<file path="config.mk">
export PLATFORM = sky130hd
export DESIGN_NAME = onehot_encoder_pipe
export DESIGN_NICKNAME = d
export VERILOG_FILES = /design/src/rtl/enc_pkg.sv /design/src/rtl/enc_prio_comb.sv /design/src/rtl/onehot_encoder_pipe.sv
export SDC_FILE = /design/constraint.sdc
export NUM_CORES = 1
export LEC_CHECK = 0
export ABC_AREA = 0
export CORE_ASPECT_RATIO = 0.7
export CORE_UTILIZATION = 26
export CTS_CLUSTER_DIAMETER = 100
export CTS_CLUSTER_SIZE = 24
export DETAILED_ROUTE_END_ITERATION = 16
export PLACE_DENSITY = 0.57
export RECOVER_POWER = 50
export SYNTH_ARGS = -nofsm -noshare
export SYNTH_HDL_FRONTEND = slang
export SYNTH_SLANG_ARGS = --single-unit
</file>
<file path="constraint.sdc">
create_clock -name clk -period 1.77 [get_ports clk]
set_clock_uncertainty 0.2 [all_clocks]
set_input_delay 0.4425 -clock clk [delete_from_list [all_inputs] [get_ports clk]]
set_output_delay 0.4425 -clock clk [all_outputs]
set_load 0.05 [all_outputs]
</file>
<file path="src/rtl/enc_pkg.sv">
// enc_pkg: shared constants and types for the one-hot encoder pipeline.
//   ENC_N_DEFAULT : default number of input lines
//   ERR_CNT_W     : width of the zero/multi event counter
//   ERR_CNT_MAX   : saturation value of that counter
//   enc_status_t  : {zero, multi} status produced alongside each code
package enc_pkg;

   localparam int unsigned ENC_N_DEFAULT = 8;
   localparam int unsigned ERR_CNT_W     = 8;
   localparam logic [ERR_CNT_W-1:0] ERR_CNT_MAX = 8'hFF;

   typedef struct packed {
      logic zero;
      logic multi;
   } enc_status_t;

endpackage

</file>
<file path="src/rtl/enc_prio_comb.sv">
// enc_prio_comb: purely combinational N-to-W highest-bit priority encoder.
//   vec_i    [N-1:0] : line vector, bit i is line i
//   code_o   [W-1:0] : index of the highest set bit, 0 when vec_i is zero
//   status_o         : zero = no bit set, multi = more than one bit set
module enc_prio_comb
   import enc_pkg::*;
#(
   parameter  int unsigned N = ENC_N_DEFAULT,
   localparam int unsigned W = $clog2(N)
) (
   input  logic [N-1:0] vec_i,
   output logic [W-1:0] code_o,
   output enc_status_t  status_o
);

   logic seen;

   // Ascending scan: later (higher) set bits overwrite the code, so the
   // highest index wins; a second hit marks the vector as multi-hot.
   always_comb begin
      code_o         = '0;
      seen           = 1'b0;
      status_o.multi = 1'b0;
      for (int unsigned i = 0; i < N; i++) begin
         if (vec_i[i]) begin
            if (seen) status_o.multi = 1'b1;
            seen   = 1'b1;
            code_o = W'(i);
         end
      end
      status_o.zero = !seen;
   end

endmodule

</file>
<file path="src/rtl/onehot_encoder_pipe.sv">
// onehot_encoder_pipe: 2-stage registered priority encoder with valid/ready
// handshakes on both sides (elastic, no bubbles while the stream flows).
//   clk, rst_n          : clock, asynchronous active-low reset
//   in_valid / in_ready : input handshake, in_vec captured on transfer
//   in_vec    [N-1:0]   : line vector
//   out_valid/out_ready : output handshake
//   out_code  [W-1:0]   : index of highest set bit (0 for a zero vector)
//   out_zero, out_multi : zero-hot / multi-hot flags
//   err_count [7:0]     : saturating count of flagged output transfers
// Build option: define ENC_ERR_CNT_EN to build the error counter; otherwise
// err_count is tied to zero.
module onehot_encoder_pipe
   import enc_pkg::*;
#(
   parameter  int unsigned N = ENC_N_DEFAULT,
   localparam int unsigned W = $clog2(N)
) (
   input  logic                 clk,
   input  logic                 rst_n,
   input  logic                 in_valid,
   output logic                 in_ready,
   input  logic [N-1:0]         in_vec,
   output logic                 out_valid,
   input  logic                 out_ready,
   output logic [W-1:0]         out_code,
   output logic                 out_zero,
   output logic                 out_multi,
   output logic [ERR_CNT_W-1:0] err_count
);

   logic                s1_valid_q, s1_valid_d;
   logic [N-1:0]        s1_vec_q, s1_vec_d;
   logic                s2_valid_q, s2_valid_d;
   logic [W-1:0]        code_q, code_d;
   enc_status_t         status_q, status_d;

   logic [W-1:0]        enc_code;
   enc_status_t         enc_status;
   logic                s1_ready, in_xfer, s1_adv;

   enc_prio_comb #(.N(N)) u_enc (
      .vec_i    (s1_vec_q),
      .code_o   (enc_code),
      .status_o (enc_status)
   );

   // Combinational ready chain lets a full, draining pipe accept every cycle.
   assign s1_ready = !s2_valid_q || out_ready;
   assign in_ready = !s1_valid_q || s1_ready;
   assign in_xfer  = in_valid && in_ready;
   assign s1_adv   = s1_valid_q && s1_ready;

   always_comb begin
      s1_valid_d = s1_valid_q;
      s1_vec_d   = s1_vec_q;
      if (in_xfer) begin
         s1_valid_d = 1'b1;
         s1_vec_d   = in_vec;
      end else if (s1_adv) begin
         s1_valid_d = 1'b0;
      end

      s2_valid_d = s2_valid_q;
      code_d     = code_q;
      status_d   = status_q;
      if (s1_adv) begin
         s2_valid_d = 1'b1;
         code_d     = enc_code;
         status_d   = enc_status;
      end else if (s2_valid_q && out_ready) begin
         s2_valid_d = 1'b0;
      end
   end

   always_ff @(posedge clk or negedge rst_n) begin
      if (!rst_n) begin
         s1_valid_q <= 1'b0;
         s1_vec_q   <= '0;
         s2_valid_q <= 1'b0;
         code_q     <= '0;
         status_q   <= '0;
      end else begin
         s1_valid_q <= s1_valid_d;
         s1_vec_q   <= s1_vec_d;
         s2_valid_q <= s2_valid_d;
         code_q     <= code_d;
         status_q   <= status_d;
      end
   end

   assign out_valid = s2_valid_q;
   assign out_code  = code_q;
   assign out_zero  = status_q.zero;
   assign out_multi = status_q.multi;

`ifdef ENC_ERR_CNT_EN
   logic                 out_xfer;
   logic [ERR_CNT_W-1:0] err_cnt_q, err_cnt_d;

   assign out_xfer = s2_valid_q && out_ready;

   always_comb begin
      err_cnt_d = err_cnt_q;
      if (out_xfer && (status_q.zero || status_q.multi) && (err_cnt_q != ERR_CNT_MAX))
         err_cnt_d = err_cnt_q + 1'b1;
   end

   always_ff @(posedge clk or negedge rst_n) begin
      if (!rst_n) err_cnt_q <= '0;
      else        err_cnt_q <= err_cnt_d;
   end

   assign err_count = err_cnt_q;
`else
   assign err_count = '0;
`endif

endmodule

</file>
== Word-level counts from Yosys, hierarchy flattened ==
Cells that the tools add are included.

* Reductions and logical operators: 10
* Muxes and demuxes: 33

{| class="wikitable"
|+ Operator list
! operator !! count
|-
| $mux 1 || 27
|-
| $mux 3 || 4
|-
| $mux 2 || 2
|-
| $reduce_bool 2->1 || 2
|-
| $logic_and 1x1->1 || 3
|-
| $logic_not 1->1 || 3
|-
| $logic_or 1x1->1 || 2
|}

* Input port bits: 12
* Bits in registers: 15
* Output and inout bits: 15
* Logic and storage cells: 49

== Depth between registers and ports, before layout ==
Gate-level depths: netlist of run 1.

* Depth after elaboration: 15
* Mapped depth: 4

== Hierarchy ==
From an unflattened synthesis of run 1, not the netlist that was laid out.

* Cells, all modules: 62
* Area, all modules: 795.8 µm²

{| class="wikitable"
|+ By module, submodules not included
! module !! area an instance (µm²) !! cells an instance !! times used
|-
| onehot_encoder_pipe || 681.9 || 43 || 1
|-
| enc_prio_comb || 113.9 || 19 || 1
|}

== Worst setup path before layout of run 1 ==
Ideal clock, no wire load.

* Kind: flip-flop to flip-flop
* Start: register s2_valid_q (netlist: out_valid)
* End: register s1_vec_q[0]
* Setup slack: -0.518 ns
* Required time: 1.445 ns
* Period minus slack after synthesis: 2.288 ns
* Stages on the path, launching flop included: 4
* Arrival time: 1.963 ns
* Cells stage by stage: dfrtp_1 -> nand3b_1 -> nand2_1 -> mux2_2

* Cells in the longest elaborated chain, start to end: 4

{| class="wikitable"
|+ RTL lines
! element !! RTL line !! source
|-
| start: declaration || onehot_encoder_pipe.sv:33 || <nowiki>logic s2_valid_q, s2_valid_d;</nowiki>
|-
| start signal: assignment || onehot_encoder_pipe.sv:85 || <nowiki>s2_valid_q <= s2_valid_d;</nowiki>
|-
| $logic_not 1->1 || onehot_encoder_pipe.sv:48 || <nowiki>assign s1_ready = !s2_valid_q || out_ready;</nowiki>
|-
| $logic_or 1x1->1 || onehot_encoder_pipe.sv:48 ||
|-
| $logic_or 1x1->1 || onehot_encoder_pipe.sv:49 || <nowiki>assign in_ready = !s1_valid_q || s1_ready;</nowiki>
|-
| named net in_ready || onehot_encoder_pipe.sv:21 || <nowiki>output logic in_ready,</nowiki>
|-
| $logic_and 1x1->1 || onehot_encoder_pipe.sv:50 || <nowiki>assign in_xfer = in_valid && in_ready;</nowiki>
|-
| end signal: assignment || onehot_encoder_pipe.sv:84 || <nowiki>s1_vec_q <= s1_vec_d;</nowiki>
|-
| end: declaration || onehot_encoder_pipe.sv:32 || <nowiki>logic [N-1:0] s1_vec_q, s1_vec_d;</nowiki>
|}

The timed path passes the listed nets, and every way through them passes these cells.
A chain may end at the register's enable or synchronous reset.

== Final worst setup path of run 1 ==
* Start: register s1_vec_q[0]
* End: register status_q, in the netlist out_multi

* Cells in the longest elaborated chain, start to end: 15
* Elaborated cells on any way between the ends: 21
* Those cells by class: mux: 21

{| class="wikitable"
|+ RTL lines
! element !! RTL line !! source
|-
| $mux 1 (*) || enc_prio_comb.sv:25 || <nowiki>if (vec_i[i]) begin</nowiki>
|-
| $mux 1 || enc_prio_comb.sv:26 || <nowiki>if (seen) status_o.multi = 1'b1;</nowiki>
|-
| $mux 1 || enc_prio_comb.sv:25 ||
|-
| $mux 1 || enc_prio_comb.sv:26 ||
|-
| $mux 1 || enc_prio_comb.sv:25 ||
|-
| $mux 1 || enc_prio_comb.sv:26 ||
|-
| $mux 1 || enc_prio_comb.sv:25 ||
|-
| $mux 1 || enc_prio_comb.sv:26 ||
|-
| $mux 1 || enc_prio_comb.sv:25 ||
|-
| $mux 1 || enc_prio_comb.sv:26 ||
|-
| $mux 1 || enc_prio_comb.sv:25 ||
|-
| $mux 1 || enc_prio_comb.sv:26 ||
|-
| $mux 1 || enc_prio_comb.sv:25 ||
|-
| $mux 1 || enc_prio_comb.sv:26 ||
|-
| $mux 1 (*) || enc_prio_comb.sv:25 ||
|-
| end signal: assignment || onehot_encoder_pipe.sv:87 || <nowiki>status_q <= status_d;</nowiki>
|-
| end: declaration || onehot_encoder_pipe.sv:35 || <nowiki>enc_status_t status_q, status_d;</nowiki>
|}

Every way passes the cells marked *; elsewhere a longest branch is shown, timed or not.

==> flow_metrics.tcl, run 1 <==
set metrics [dict create \
    status "finished, violations left" \
    violations "negative setup slack" \
    powerDensity_nw_per_um2 996 \
    grt_start_max_net_pins 16 \
    peakVddDrop_mv 0.520 \
    ys_types 23 \
    async_flop_share 1.00 \
    start_util 0.288 \
    cts_root_buffer "clkbuf_8" \
    netlist_area_um2 746 \
    antenna_left 0 \
    num_rows 15 \
    cp_max_fo 4 \
    fin_nets 110 \
    drtIter0Drc 21 \
    synth_top_cells_by_area "dfrtp_1, mux2_2, buf_4" \
    startpoint_type "flop" \
    drc_errors 0 \
    fin_crit_sh 1.04 \
    drive_gt1_frac 0.309 \
    worstHoldPathType "reg -> reg" \
    gp_congestion 0.773 \
    r2r-end "out_multi" \
    grt_pass1_wl_um 2500 \
    power_mw 1.12 \
    worst_setup_path_end_kind "flop" \
    cpPeakStageDelay_ns 0.57 \
    via_per_inst 4.31 \
    p_leak_nw 0.486 \
    clock_latency_ns 0.25 \
    drv_slew 0 \
    placed_cells 126 \
    rrSetupSlack_ns -0.06 \
    synth-seq-cells 15 \
    rsz0062_at_grt "true" \
    crit_slowest_cell "or4_4" \
    dp_hpwl_um 1140 \
    whs_endpoint "out_valid" \
    grt_overflow_total 0 \
    layout_setup_ws_ns -0.0631 \
    finalHoldViolCount 0 \
    finalSetupViolations 1 \
    path_clk_slew_ns 0.06 \
    die_x_um 66.0 \
    core_um2 2590 \
    synth_top_area_share 0.503 \
    worstMarginPinSlew_ns 0.834 \
    fmax_ghz 0.546 \
    yosysTopAreaCell "dfrtp_1" \
    period_minus_slack_ns 1.83 \
    layout.cells.non_filler 131 \
    first_pass_iters 4 \
    arrival_ns 1.77 \
    post-synth-top-count-cell "dfrtp_1" \
    wl_um 1490 \
    synth_ff_type "dfrtp_1" \
    rr_startpoint "s1_vec_q[0]" \
    yosysWarningCount 0 \
    syn_inst 68 \
    dr_total_vias 564 \
    cts_buffers 3 \
    area_growth_pct 50.8 \
    clk_path_buf_depth 2 \
    synth-edff-count 0 \
    worstSetupPathType "reg -> reg" \
    relSlewSlack 0.444 \
    fillers 243 \
    startpoint "s1_vec_q[0]" \
    cp_num_buf_inv 0 \
    track_usage 0.116 \
    path_delay_family "compound AO/OA/AOI/OAI gates" \
    synthTopCellsByCount "dfrtp_1, buf_4, mux2_2" \
    io_buffers 18 \
    hold_path.startpoint "s1_valid_q" \
    synth_area_per_cell_um2 11.0 \
    h-tree-depth 1 \
    antennaDiodeCount 0 \
    whs_path_depth 1 \
    die_h_um 46.8 \
    tritoncts "yes" \
    cp.required_ns 1.70 \
    dieArea_um2 3090 \
    wl_per_cell_um 11.4 \
    reg2reg_depth 4 \
    antenna_found_initial 0 \
    grt_pass1_vias 543 \
    maxCapViolCount 0 \
    crit_chain "or4_4 > a211oi_2 > o21bai_1 > a221o_1" \
    clock_sinks 15 \
    io_pins 27 \
    synth-seq-area-share 0.503 \
]
metrics by stage:
step | setup TNS, ns | setup WS, ns | utilization | area (µm²) | hold slack (ns)
floorplan | -1.81 | -0.234 | - | 797 | -0.0531
global placement | -2.02 | -0.218 | 0.417 | 1080 | 0.302
detailed placement | -2.38 | -0.259 | 0.417 | 1080 | 0.309
CTS | -0.0699 | -0.0699 | 0.437 | 1130 | 0.310
global route | -0.168 | -0.158 | 0.434 | 1120 | 0.348
finish | -0.0631 | -0.0631 | 0.434 | 1120 | 0.315
flip-flops by register name, summed over array words and instances (netlist names):
register and count:
out_code 3, s1_valid_q 1, out_zero 1, s1_vec_q 8, out_multi 1, out_valid 1
cells in the final DEF, fill, tap and decap left out, drive strengths merged, types with 3 or more instances in the layout:
cell | synthesis | final
nor3 | 3 | 3
mux2 | 8 | 8
clkdlybuf4s50 | 0 | 9
buf | 8 | 13
nand2b | 4 | 4
nor2 | 5 | 5
conb | 1 | 8
clkbuf | 0 | 7
dfrtp | 15 | 15
nand2 | 5 | 5
nor4 | 3 | 3
per-layer routing:
| layer | track usage | share of wire | up-vias |
|---|---|---|---|
| li1 | - | - | 282 |
| met1 | 0.156 | 0.50 | 256 |
| met2 | 0.159 | 0.41 | 22 |
| met3 | 0.0534 | 0.067 | 4 |
| met4 | 0.0511 | 0.018 | 0 |
| met5 | 0 | 0 | - |
cells by family (layout without fill, tap and decap cells):
kind of cell | Yosys count | after routing | share of synthesized area
simple gates | 23 | 23 | 0.163
flops | 15 | 15 | 0.503
compound gates | 10 | 10 | 0.0973
buf+inv | 10 | 32 | 0.0973
mux | 8 | 8 | 0.121
fa+ha+maj | 1 | 1 | 0.0134
other cells | 1 | 8 | 0.00503
area by class of cell:
type | count | area (µm²) | share of cell area
clock buffer | 4 | 45.0 | 0.0400
sequential | 15 | 377 | 0.335
inverter | 1 | 3.75 | 0.00334
timing repair buffer | 27 | 309 | 0.275
multi-input combinational | 50 | 348 | 0.309
tap | 34 | 42.5 | 0.0378
where the power goes:
part | switching (mW) | total (mW) | internal (mW)
Sequential | 0.0623 | 0.454 | 0.392
Combinational | 0.196 | 0.391 | 0.195
Clock | 0.115 | 0.275 | 0.159
Total | 0.373 | 1.12 | 0.747
what timing repair did:
action | 4_1_cts | 5_1_grt
buffers inserted | 1 | 0
hold endpoints to repair | 0 | 0
hold buffers | 0 | 0
endpoints found under the setup margin | 3 | 1
pin swaps | 1 | 0
resized for setup | 1 | 0
worst max-delay path by stage:
stage,end,slack (ns),depth (start not counted)
final,out_multi,-0.06,4
after CTS,out_multi,-0.07,4
after detailed placement,s1_vec_q[6],-0.26,4
after global routing,out_multi,-0.16,4
after floorplan,s1_vec_q[3],-0.23,3
after global placement,in_ready,-0.22,3
Note: power is estimated with default switching activity, not from simulation.
==> run 2: changes to the inputs <==
Settings changed: PLACE_DENSITY 0.57 to 0.56, SYNTH_HIERARCHICAL set to 1.
==> run 2 against run 1 <==
Effect of this change:
- the flow now finishes without violations
- fmax up 7.3%
- critical path depth did not move
- critical endpoint unchanged
- clock power barely moved
- synthesized cell count down 8.8%
- core utilization fell by 3.6 points
- register-to-register slack improved by 0.13 ns
==> flow_metrics.tcl, run 2 <==
set metrics [dict create \
    status "finished, final reports clean" \
    worstSetupPathType "reg -> reg" \
    synth-simple-area-share 0.146 \
    antennaDiodeCount 0 \
    die_h_um 48.3 \
    rr_startpoint "s1_vec_q[0]" \
    core_um2 2840 \
    fin_crit_sh 0.965 \
    synth-compound-area-share 0.0629 \
    drtIter0Drc 8 \
    layout_setup_ws_ns 0.0624 \
    synth_fa_ha_area_frac 0.0126 \
    yosysTopAreaCell "dfrtp_1" \
    area_growth_pct 42.3 \
    first_pass_iters 4 \
    dr_total_vias 507 \
    placed_cells 117 \
    met1_usage 0.115 \
    grt_start_max_net_pins 16 \
    synth_top_cells_by_area "dfrtp_1, mux2_4, buf_4" \
    drv_slew 0 \
    clk_path_buf_depth 2 \
    antenna_found_initial 0 \
    cts_buffers 3 \
    r2r-end "out_multi" \
    ys_types 21 \
    netlist_area_um2 796 \
    tritoncts "yes" \
    wl_um 1320 \
    yosys.area_share.xor_xnor 0 \
    maxCapViolCount 0 \
    synth_ff_type "dfrtp_1" \
    path_clk_slew_ns 0.06 \
    dieArea_um2 3290 \
    via_per_inst 4.09 \
    post-synth-top-count-cell "dfrtp_1" \
    worstMarginPinSlew_ns 0.838 \
    whs_path_depth 1 \
    track_usage 0.0954 \
    finalHoldViolCount 0 \
    layout_commonest_cell "dfrtp_1" \
    synth_area_per_cell_um2 12.8 \
    grt_pass1_vias 474 \
    synthMuxAreaShare 0.222 \
    die_x_um 68.1 \
    worstHoldPathType "reg -> reg" \
    cp.required_ns 1.71 \
    grt_busiest_layer "met2" \
    timing.hold.ws_ns 0.357 \
    gp_congestion 0.704 \
    whs_endpoint "out_valid" \
    drive_gt1_frac 0.341 \
    clock_latency_ns 0.25 \
    grt_pass1_wl_um 2120 \
    cp_max_fo 3 \
    layout.cells.non_filler 124 \
    hold_path.startpoint "s1_valid_q" \
    synthTopCellsByCount "dfrtp_1, buf_4, mux2_4" \
    yosysWarningCount 6 \
    fin_nets 101 \
    multi_input_area_um2 380 \
    reg2reg_depth 4 \
    cts_root_buffer "clkbuf_8" \
    powerDensity_nw_per_um2 987 \
    finalSetupViolations 0 \
    largest-register "s1_vec_q" \
    fillers 274 \
    synth-seq-cells 15 \
    peakVddDrop_mv 0.358 \
    grt.met2_usage 0.145 \
    met3_usage 0.0584 \
    drc_errors 0 \
    io_pins 27 \
    start_util 0.280 \
    seq_area_um2 375 \
    dp_worst_setup_slack_ns -0.112 \
    synth_top_area_share 0.472 \
    rrSetupSlack_ns 0.06 \
    clock_sinks 15 \
    synth-seq-area-share 0.472 \
    mostFrequentLayoutCells "dfrtp_1, mux2_4, conb_1, clkdlybuf4s50_1, buf_12" \
    syn_inst 62 \
    async_flop_share 1.00 \
    synth-edff-count 0 \
    antenna_left 0 \
    period_minus_slack_ns 1.71 \
    h-tree-depth 1 \
    dp_hpwl_um 998 \
    worst_setup_path_end_kind "flop" \
    largest_register_ffs 8 \
    startpoint_type "flop" \
    synth_top_family_by_area "multiplexers" \
    io_buffers 18 \
    wl_per_cell_um 10.7 \
    postCtsHoldBufs 0 \
    grt_overflow_total 0 \
    num_rows 16 \
    fmax_ghz 0.586 \
    p_leak_nw 0.504 \
    arrival_ns 1.64 \
    relSlewSlack 0.441 \
]
-- run 2: critical path, stage by stage (launching register included) --
cell     delay, ns
dfrtp_1       0.39
or3_4         0.40
o22a_1        0.20
o22a_1        0.15
mux2_2        0.25
-- run 2: final cells by class --
class,instances,area share
tap,36,0.0398
sequential,15,0.331
multi-input combinational,45,0.336
clock buffer,4,0.0398
timing repair buffer,23,0.250
inverter,1,0.00331
-- run 2: worst max-delay path by stage --
stage / from / endpoint / slack [ns] / depth (start not counted)
after global placement: out_ready / in_ready / -0.11 / 3
after detailed placement: out_ready / in_ready / -0.11 / 3
final: s1_vec_q[0] / out_multi / 0.06 / 4
after floorplan: s1_vec_q[1] / out_multi / 0.08 / 4
after CTS: s1_vec_q[1] / out_multi / 0.01 / 4
after global routing: s1_vec_q[0] / out_multi / -0.0009 / 4
-- run 2: cell families (layout without fill, tap and decap cells) --
logic type,Yosys count,after routing
buf+inv,9,28
compound gates,7,7
flops,15,15
simple gates,16,16
mux,13,13
fa+ha+maj,1,1
other cells,1,8
-- run 2: metrics by stage --
stage                     instance area (µm²)   util   TNS (ns)  power (mW)
after CTS                                1120  0.393          0        1.12
after floorplan                           823      -          0       0.687
after global routing                     1130  0.398  -0.000852        1.17
after global placement                   1070  0.378     -0.897       0.834
after detailed placement                 1070  0.378      -1.09       0.839
final                                    1130  0.398          0        1.12
-- run 2: what timing repair did --
action                                  CTS  global route
pin swaps                                 0             2
gates resized for setup                   1             0
setup buffers                             0             3
endpoints found under the setup margin    1             1
-- run 2: report_power, final --
part / total (mW) / internal (mW) / switching (mW)
logic: 0.395 / 0.205 / 0.190
clock network: 0.278 / 0.160 / 0.118
registers: 0.446 / 0.392 / 0.0541
total: 1.12 / 0.756 / 0.362
-- run 2: routing by layer --
metal  wire length, µm  vias up  part of all wire
li1                  -      251                 -
met1               651      234              0.49
met2               555       22              0.42
met3               117        0             0.088
met4                 0        0                 0
met5                 0        -                 0
